===== src/rtl/fetch_unit.sv =====
// Instruction fetch stage: owns the PC, issues one word fetch at a time to
// instruction memory, and hands the returned word to decode. Redirects
// replace the PC; any fetch still in flight at a redirect is discarded.
//
// state  | meaning
// S_REQ  | request the word at pc (or flag a fault if pc is misaligned)
// S_WAIT | request accepted, waiting for the response
// S_HOLD | instruction presented to decode, waiting for consumption
module fetch_unit #(
  parameter logic [31:0] RESET_PC = 32'h0000_0000
) (
  input  logic        clk,
  input  logic        rst,
  output logic        imem_req_valid,
  input  logic        imem_req_ready,
  output logic [31:0] imem_addr,
  input  logic        imem_rsp_valid,
  input  logic [31:0] imem_rsp_data,
  output logic        instr_valid,
  input  logic        instr_ready,
  output logic [31:0] instr,
  output logic [31:0] instr_pc,
  output logic [31:0] instr_pc_plus4,
  input  logic        redirect_valid,
  input  logic [31:0] redirect_target,
  output logic        fetch_fault,
  output logic [31:0] fault_addr
);

  localparam logic [31:0] NOP = 32'h0000_0013;

  typedef enum logic [1:0] {
    S_REQ  = 2'd0,
    S_WAIT = 2'd1,
    S_HOLD = 2'd2
  } state_e;

  state_e      state_q, state_d;
  logic [31:0] pc_q, pc_d;
  logic [31:0] instr_q, instr_d;
  logic [31:0] instr_pc_q, instr_pc_d;
  logic        instr_valid_q, instr_valid_d;
  logic        drop_q, drop_d;
  logic        in_req;
  logic        pc_aligned;

  assign in_req     = (state_q == S_REQ);
  assign pc_aligned = (pc_q[1:0] == 2'b00);

  assign imem_req_valid = !rst && in_req && pc_aligned;
  assign fetch_fault    = !rst && in_req && !pc_aligned;
  assign imem_addr      = pc_q;
  assign fault_addr     = pc_q;

  assign instr_valid    = instr_valid_q;
  assign instr          = instr_q;
  assign instr_pc       = instr_pc_q;
  assign instr_pc_plus4 = instr_pc_q + 32'd4;

  // State register; reset wins over any transaction in progress.
  always_ff @(posedge clk) begin
    if (rst) begin
      state_q       <= S_REQ;
      pc_q          <= RESET_PC;
      drop_q        <= 1'b0;
      instr_q       <= NOP;
      instr_pc_q    <= 32'h0000_0000;
      instr_valid_q <= 1'b0;
    end else begin
      state_q       <= state_d;
      pc_q          <= pc_d;
      drop_q        <= drop_d;
      instr_q       <= instr_d;
      instr_pc_q    <= instr_pc_d;
      instr_valid_q <= instr_valid_d;
    end
  end

  // Next-state logic: request, wait for response, hold for decode.
  always_comb begin
    state_d       = state_q;
    pc_d          = pc_q;
    drop_d        = drop_q;
    instr_d       = instr_q;
    instr_pc_d    = instr_pc_q;
    instr_valid_d = instr_valid_q;

    unique case (state_q)
      S_REQ: begin
        // A redirect coinciding with the handshake lets the old request go
        // out but marks its response as stale.
        if (redirect_valid) pc_d = redirect_target;
        if (pc_aligned && imem_req_ready) begin
          state_d = S_WAIT;
          drop_d  = redirect_valid;
        end
      end
      S_WAIT: begin
        if (imem_rsp_valid) begin
          if (drop_q || redirect_valid) begin
            drop_d  = 1'b0;
            state_d = S_REQ;
            if (redirect_valid) pc_d = redirect_target;
          end else begin
            instr_d       = imem_rsp_data;
            instr_pc_d    = pc_q;
            pc_d          = pc_q + 32'd4;
            instr_valid_d = 1'b1;
            state_d       = S_HOLD;
          end
        end else if (redirect_valid) begin
          pc_d   = redirect_target;
          drop_d = 1'b1;
        end
      end
      S_HOLD: begin
        // Redirect squashes the held instruction even if decode takes it.
        if (redirect_valid) begin
          instr_valid_d = 1'b0;
          pc_d          = redirect_target;
          state_d       = S_REQ;
        end else if (instr_ready) begin
          instr_valid_d = 1'b0;
          state_d       = S_REQ;
        end
      end
      default: state_d = S_REQ;
    endcase
  end

endmodule


===== config.mk =====
export PLATFORM = sky130hd
export DESIGN_NAME = fetch_unit
export DESIGN_NICKNAME = d
export VERILOG_FILES = /design/src/rtl/fetch_unit.sv
export SDC_FILE = /design/constraint.sdc
export NUM_CORES = 1
export LEC_CHECK = 0
export ABC_AREA = 1
export ABC_CLOCK_PERIOD_IN_PS = 5500
export BUFFER_PORTS_ARGS = -buffer_cell sky130_fd_sc_hd__buf_2
export CAP_MARGIN = 30
export CORE_UTILIZATION = 40
export DETAILED_ROUTE_END_ITERATION = 8
export MAX_ROUTING_LAYER = met4
export PLACE_DENSITY = 0.68
export SYNTH_ARGS = -nofsm -noshare
export SYNTH_HDL_FRONTEND = slang
export SYNTH_SLANG_ARGS = --single-unit

===== constraint.sdc =====
create_clock -name clk -period 5.5 [get_ports clk]
set_input_delay 1.375 -clock clk [delete_from_list [all_inputs] [get_ports clk]]
set_output_delay 1.375 -clock clk [all_outputs]
set_load 0.005 [all_outputs]

==> results_dict.tcl, run 1 <==
set metrics [dict create \
    status "completed" \
    end_kind "output port" \
    cts_tree "built" \
    yosysMostFrequentCell "nand2_1" \
    core.rowCount 44 \
    cts_hold_buf 0 \
    grtUsageTotal_pct 24.6 \
    slew-limit-headroom_pct 38.9 \
    synth_top_cell_by_area "dfxtp_1" \
    synth_top_area_share_pct 33.5 \
    hold_viol 0 \
    wl_per_cell_um 14.9 \
    max_freq_ghz 0.283 \
    synth-edff-count 0 \
    core_mm2 0.0145 \
    cp_max_fo 4 \
    final_core_util_pct 49.9 \
    yosys.area_share.simple_pct 30.0 \
    io_pins 233 \
    syn_to_final_growth_pct 21.6 \
    synth_compound_area_share_pct 18.6 \
    numCtsBuffers 9 \
    worst-endpoint-required_ps 4120 \
    firstDrtPassIters 5 \
    drt_wl_total_mm 18.9 \
    syn-instance-count 910 \
    drv_cap 0 \
    grt_max_degree 85 \
    synth-seq-area-share_pct 33.5 \
    clock-sinks 100 \
    leakage_nw 3.57 \
    synth_cell_types 30 \
    htree_levels 3 \
    slew_violations 0 \
    antenna_found_initial 0 \
    post_cts_buffers 0 \
    port_buffers 232 \
    cts_resized 0 \
    setup_viol 0 \
    synthAdderAreaFrac_pct 0.419 \
    vdd_drop_max_uv 127 \
    ant_nets 0 \
    netlist_area_mm2 0.00597 \
    drtIter0Drc 638 \
    layout_min_cycle_time_ps 3530 \
    die_area_mm2 0.0154 \
    drive_above_1_share_pct 27.0 \
    dpl.hpwl_mm 13.9 \
    hold_path.class "flop to flop" \
    grt-ovfl-total 0 \
    layout.nets 1154 \
    cp.arrival_ps 2160 \
    start_util_pct 41.1 \
    p_per_area_mw_per_mm2 230 \
    grt_pass1_wl_mm 28.7 \
    clockBufferDepth 2 \
    async_reset_ff_share_pct 0 \
    fin_worst_skew_ps 5.71 \
    critical_path_class "flop to output port" \
    synth_xor_area_share_pct 5.28 \
    fin_tns_setup_ps 0 \
    worst_slew_pin_slew_ps 915 \
    synthesis.nets 982 \
    drc 0 \
    synth_warnings 0 \
    postSynthAreaPerCell_um2 6.56 \
    num_vias 6504 \
    clk_latency_ps 350 \
    rsz0062_at_grt "false" \
    path_clk_slew_ps 80 \
    synth_top_family_by_area "simple AND/OR/NAND/NOR gates" \
    dieWidth_um 124 \
    synth.area.mux_share_pct 0 \
    vias_per_cell 5.12 \
    worstSetupStartpointType "flop" \
    gp_congestion 0.921 \
    n_antenna_cell 0 \
    synthFlopType "dfxtp_1" \
    grt_pass1_vias 5555 \
    fin_crit_sh_pct 64.2 \
    ys_seq_elements 100 \
    synth.area.top_cells "dfxtp_1, nand2_1, o21ai_0, nor2_1, a21oi_1" \
    synth_common_cells "nand2_1, o21ai_0, nor2_1" \
    cts_root_buffer "clkbuf_16" \
    fp.dieH_um 124 \
]
routing by layer:
layer | routed length [um] | part of all wire [%] | vias to the layer above | track usage (%)
met5 | 0 | 0 | - | -
met4 | 357 | 1.9 | 0 | 7.07
met3 | 1350 | 7.1 | 23 | 2.88
met2 | 8810 | 47 | 282 | 38.2
met1 | 8410 | 44 | 2933 | 33.4
li1 | - | - | 3266 | -
sequential cells by signal, indices dropped and copies added (netlist names):
register / cells
state_q: 2
drop_q: 1
fault_addr: 32
instr: 32
instr_valid: 1
instr_pc: 32
path summary, 6_finish.rpt:
| check | from | endpoint | slack, ps | depth (start not counted) |
|---|---|---|---|---|
| setup reg to reg | state_q[0] | instr_pc[20] | 2600 | 6 |
| hold / removal | instr[0] | instr[0] | 450 | 2 |
| setup / recovery | instr_pc[3] | instr_pc_plus4[24] | 1970 | 9 |
| hold reg to reg | instr[0] | instr[0] | 450 | 2 |
report_power, final:
part	internal [mW]	total [mW]	switching, mW	leakage [nW]
clock	0.324	0.645	0.321	0.148
sequential	0.755	0.806	0.0503	0.814
combinational	0.0956	0.221	0.126	2.61
through the flow:
step / hold slack, ps / instance area (um2) / total power, mW / instances / setup WS [ps]
CTS: 459 / 7260 / 1.68 / 1271 / 1960
detailed placement: 439 / 6950 / 1.04 / 1255 / 1980
floorplan: 453 / 5970 / 0.946 / 910 / 2100
global placement: 432 / 6950 / 1.04 / 1255 / 2050
global route: 494 / 7260 / 1.75 / 1271 / 1830
finish: 454 / 7260 / 1.67 / 1271 / 1970
kinds of logic (layout without fill, tap and decap cells):
group | count (synthesis) | after routing
buf+inv | 152 | 329
simple gates | 403 | 403
fa+ha+maj | 2 | 2
compound gates | 217 | 217
xor+xnor | 36 | 36
flops | 100 | 100
critical path: stages (launching register included):
cell,delay (ps)
dfxtp_1,380
ha_1,270
nand2_1,140
nor3_4,230
nand2_4,120
nor2_4,140
nand2_4,90
nor3_4,120
xor2_1,170
buf_2,140
cell usage in the layout (no fill, tap or decap), drive strengths merged:
cell	instances
buf	235
nand4	11
a221oi	4
xnor2	1
clkbuf	9
nor2	139
xor2	35
a32o	1
nand2	200
ha	2
nor3	23
clkinv	3
o31ai	1
o21ai	128
nand3	26
a32oi	1
inv	82
dfxtp	100
a21oi	82
nor4	4
final cells by class:
| class | instances | area (um2) |
|---|---|---|
| multi-input combinational | 658 | 3250 |
| timing repair buffer | 235 | 1180 |
| sequential | 100 | 2000 |
| tap | 184 | 230 |
| clock buffer | 9 | 225 |
| clock inverter | 7 | 78.8 |
| inverter | 78 | 293 |
| fill | 1506 | 7280 |
Note: power is estimated with default switching activity, not from simulation.
==> inputs of run 2 (changes only) <==
Settings changed: ABC_CLOCK_PERIOD_IN_PS 5500 to 3300.
Clock period 5.5 ns to 3.3 ns, I/O delays scaled along.
==> run 2 against run 1 <==
Core utilization grew 0.086 points. Largest cell class unchanged. Critical path depth grew 1. Sequential cell count is the same.
==> results_dict.tcl, run 2 (synthesis gave the netlist of run 1 again) <==
set metrics [dict create \
    critPathTopFamily "simple AND/OR/NAND/NOR gates" \
    vdd_drop_max_uv 238 \
    critical_path_class "flop to output port" \
    fin_crit_sh_pct 89.2 \
    gp_congestion 0.948 \
    rsz0062_at_grt "false" \
    cp.arrival_ps 2120 \
    slew-limit-headroom_pct 40.6 \
    cpMaxStageDelayCell "dfxtp_1" \
    leakage_nw 3.58 \
    numCtsBuffers 9 \
    worst_slew_pin_slew_ps 890 \
    crit_chain "ha_1 > nand2_1 > nor3_4 > nand2_4 > nor2_4 > nand2_4 > nor2_4 > nand2_2 > xor2_1 > buf_2" \
    firstDrtPassIters 5 \
    drc 0 \
    core_mm2 0.0145 \
    cpPeakStageDelay_ps 380 \
    finalPower_mw 2.76 \
    cts_hold_buf 0 \
    io_pins 233 \
    slew_violations 0 \
    drive_above_1_share_pct 27.2 \
    nFillCells 1553 \
    final_common_cell "buf_2" \
    mostFrequentLayoutCells "buf_2, nand2_1, o21ai_0, nor2_1, dfxtp_1" \
    start_util_pct 41.1 \
    core.rowCount 44 \
    p_per_area_mw_per_mm2 379 \
    post_cts_buffers 0 \
    n_antenna_cell 0 \
    multi_input_area_mm2 0.00325 \
    fp.dieH_um 124 \
    end_kind "output port" \
    grt-ovfl-total 0 \
    cts_resized 0 \
    worst-endpoint-required_ps 2470 \
    max_freq_ghz 0.340 \
    die_area_mm2 0.0154 \
    setup_viol 0 \
    layout.nets 1158 \
    fin_tns_setup_ps 0 \
    status "completed" \
    grt_pass1_vias 5512 \
    clock-sinks 100 \
    grtUsageTotal_pct 25.2 \
    fin_worst_skew_ps 12.3 \
    cp_max_fo 4 \
    clockBufferDepth 2 \
    grt_max_degree 85 \
    dieWidth_um 124 \
    syn_to_final_growth_pct 21.8 \
    hold_path.class "flop to flop" \
    drtIter0Drc 700 \
    cp_num_buf_inv 1 \
    regArea_mm2 0.00200 \
    htree_levels 3 \
    drv_cap 0 \
    antenna_found_initial 0 \
    cts_tree "built" \
    drt_wl_total_mm 19.1 \
    path_clk_slew_ps 80 \
    wl_per_cell_um 15.0 \
    dpl.hpwl_mm 13.9 \
    hold_viol 0 \
    num_vias 6495 \
    clk_latency_ps 350 \
    vias_per_cell 5.09 \
    final_core_util_pct 50.0 \
    port_buffers 232 \
    cts_root_buffer "clkbuf_16" \
    worstSetupStartpointType "flop" \
    ant_nets 0 \
    layout_min_cycle_time_ps 2940 \
    grt_pass1_wl_mm 29.1 \
]
run 2: power by group:
group	internal [mW]	total (mW)	leakage [nW]	switching, mW
clock network	0.546	1.04	0.140	0.498
registers	1.26	1.34	0.814	0.0813
logic	0.161	0.374	2.62	0.213
total	1.97	2.76	3.58	0.792
run 2: area by class of cell:
cell class	instances	area share, %
multi-input cells	658	44.6
flip-flops and latches	100	27.5
repair buffers	239	16.7
inverters	78	4.03
clock buffers	11	3.34
well taps	184	3.17
clock inverters	5	0.602
run 2: path summary, 6_finish.rpt:
kind | startpoint | end | slack, ps | depth (start not counted)
setup / recovery | instr_pc[3] | instr_pc_plus4[30] | 360 | 10
hold / removal | instr[4] | instr[4] | 460 | 2
setup reg to reg | state_q[0] | instr_pc[14] | 1280 | 7
hold reg to reg | instr[4] | instr[4] | 460 | 2
run 2: worst register-to-register path, delay by kind of cell (launching register included):
family	cells	cell delay [ps]
AOI/OAI and AO/OA	2	460
buffers and inverters	3	990
DFF	1	390
and+or+nand+nor	2	110
run 2: metrics by stage:
| stage | std cells | worst slack, ps | hold slack (ps) | area (um2) |
|---|---|---|---|---|
| after floorplan | 910 | 1000 | 453 | 5970 |
| after CTS | 1275 | 344 | 458 | 7270 |
| after global placement | 1259 | 722 | 433 | 6980 |
| after global routing | 1275 | 184 | 486 | 7270 |
| final | 1275 | 355 | 461 | 7270 |
| after detailed placement | 1259 | 708 | 440 | 6980 |
run 2: per-layer routing:
metal | global-route usage (%) | share of wire (%) | vias up
li1 | - | - | 3277
met1 | 35.2 | 46 | 2931
met2 | 38.3 | 46 | 269
met3 | 3.25 | 6.6 | 18
met4 | 6.10 | 1.3 | 0
met5 | - | 0 | -
==> inputs of run 3 (changes only) <==
Settings changed: ABC_AREA 1 to default, PLACE_DENSITY 0.68 to 0.69.
==> run 3 against run 2 <==
Sequential cell count did not move. First-iteration DRC count fell by 49%. Clock skew fell by 4.0 ps. Fmax rose by 4.2%. Largest cell class unchanged. Highest routed layer unchanged.
==> results_dict.tcl, run 3 <==
set metrics [dict create \
    status "completed" \
    ant_nets 0 \
    yosysMostFrequentCell "nand2_1" \
    reg2reg_depth 6 \
    synth_warnings 0 \
    fin_worst_skew_ps 8.36 \
    syn_to_final_growth_pct 26.1 \
    synth_top_area_share_pct 38.1 \
    drc 0 \
    critPathLaunch "instr_pc[4]" \
    grt_use_met2_pct 37.6 \
    leakage_nw 2.94 \
    max_freq_ghz 0.354 \
    drive_above_1_share_pct 32.2 \
    fin_cells 1053 \
    globalRouteMet3Util_pct 3.79 \
    htree_levels 3 \
    holdPathStages 2 \
    hold_path.class "flop to flop" \
    r2r-end "fault_addr[22]" \
    cts_root_buffer "clkbuf_16" \
    firstDrtPassIters 5 \
    clock-sinks 100 \
    rsz0062_at_grt "false" \
    holdPathEnd "instr[26]" \
    place_ws_ps 718 \
    synth_common_cells "nand2_1, dfxtp_1, a21oi_1" \
    grt_pass1_wl_mm 25.4 \
    synth.area.top_cells "dfxtp_1, nand2_1, a21oi_1, buf_4, xnor2_1" \
    synth_top_cell_by_area "dfxtp_1" \
    regArea_mm2 0.00200 \
    netlist_area_mm2 0.00526 \
    synth-seq-area-share_pct 38.1 \
    fin_tns_setup_ps 0 \
    dp_cells 1037 \
    vdd_drop_max_uv 203 \
    final_core_util_pct 52.1 \
    grt-ovfl-total 0 \
    end_kind "output port" \
    dieWidth_um 117 \
    clockBufferDepth 2 \
    grt_max_degree 59 \
    cts_resized 0 \
    worstSetupStartpointType "flop" \
    hold_start "instr[26]" \
    clk_latency_ps 350 \
    syn-instance-count 695 \
    mostFrequentLayoutCells "buf_2, nand2_1, dfxtp_1, a21oi_1, nor2_1" \
    numCtsBuffers 9 \
    nFillCells 1313 \
    slew_violations 0 \
    num_vias 5504 \
    critical_path_class "flop to output port" \
    r2r_slack_ps 1120 \
    post_cts_buffers 0 \
    gp_congestion 0.894 \
    setup_ws_ps 473 \
    hold_viol 0 \
    ys_seq_elements 100 \
    worst-endpoint-required_ps 2470 \
    synth_cell_types 61 \
    layout_min_cycle_time_ps 2830 \
    path_clk_slew_ps 70 \
    met1_usage_pct 33.4 \
    synth-edff-count 0 \
    cts_hold_buf 0 \
    drtIter0Drc 356 \
    wl_per_cell_um 15.5 \
    busiest_layer "met2" \
    postSynthAreaPerCell_um2 7.56 \
    drt_wl_total_mm 16.3 \
    async_reset_ff_share_pct 0 \
    die_area_mm2 0.0136 \
    vias_per_cell 5.23 \
    multi_input_area_mm2 0.00280 \
    setup_viol 0 \
    layout.nets 948 \
    synthFlopType "dfxtp_1" \
    dpl.hpwl_mm 11.9 \
    drv_cap 0 \
    n_antenna_cell 0 \
    port_buffers 232 \
    start_util_pct 41.3 \
    fp.dieH_um 117 \
    cp_max_fo 8 \
    final_common_cell "buf_2" \
    synthesis.nets 767 \
    fin_crit_sh_pct 85.7 \
    worst_slew_pin_slew_ps 617 \
    cts_tree "built" \
    core_mm2 0.0127 \
    grt_pass1_vias 4864 \
    antenna_found_initial 0 \
    r2r_start "fault_addr[2]" \
    slew-limit-headroom_pct 58.8 \
    grtUsageTotal_pct 24.6 \
    cp.arrival_ps 2000 \
    core.rowCount 41 \
    io_pins 233 \
    p_per_area_mw_per_mm2 414 \
]
run 3: layout make-up:
type | count | share of cell area, %
Clock buffer | 9 | 3.40
Clock inverter | 7 | 1.23
Inverter | 6 | 0.340
Multi-Input combinational cell | 511 | 42.2
Sequential cell | 100 | 30.2
Tap cell | 172 | 3.25
Timing Repair Buffer | 248 | 19.4
run 3: cells by family (layout without fill, tap and decap cells):
| logic type | Yosys count | count (layout) | synth area share, % |
|---|---|---|---|
| AOI/OAI and AO/OA | 148 | 148 | 16.8 |
| xor gates and xnor gates | 29 | 29 | 4.83 |
| adders and majority gates | 2 | 2 | 0.476 |
| buffers and inverters | 84 | 270 | 8.83 |
| DFF | 100 | 100 | 38.1 |
| muxes | 7 | 7 | 1.36 |
| and+or+nand+nor | 325 | 325 | 29.7 |
run 3: worst max path at each step:
stage | end | slack, ps | cells after the start
after floorplan | instr_pc_plus4[31] | 1000 | 5
after global placement | fault_addr[15] | 750 | 6
after detailed placement | fault_addr[15] | 720 | 6
after CTS | instr_pc_plus4[24] | 430 | 6
after global routing | instr_pc_plus4[26] | 240 | 6
final | instr_pc_plus4[24] | 470 | 6
run 3: report_power, final:
part | switching (mW) | internal [mW]
Combinational | 0.166 | 0.149
Sequential | 0.0860 | 1.25
Clock | 0.491 | 0.602
Total | 0.744 | 2.00
run 3: per-layer routing:
metal / up-vias / part of all wire [%]
li1: 2756 / -
met1: 2524 / 46
met2: 204 / 47
met3: 20 / 5.4
met4: 0 / 1.5
met5: - / 0
run 3: through the flow:
step | cell area, um2 | total power [mW] | hold slack [ps]
2_1_floorplan | 5260 | 1.54 | 453
3_3_place_gp | 6320 | 1.68 | 439
3_5_place_dp | 6320 | 1.68 | 443
4_1_cts | 6630 | 2.76 | 453
5_1_grt | 6630 | 2.88 | 470
6_report | 6630 | 2.75 | 453
run 3: worst max-delay path: stages, from the launching register on:
cell and delay (ps):
dfxtp_1 460, and4_1 240, and2_1 310, nand3_1 230, nor2_1 160, xor2_1 140
buf_2 120
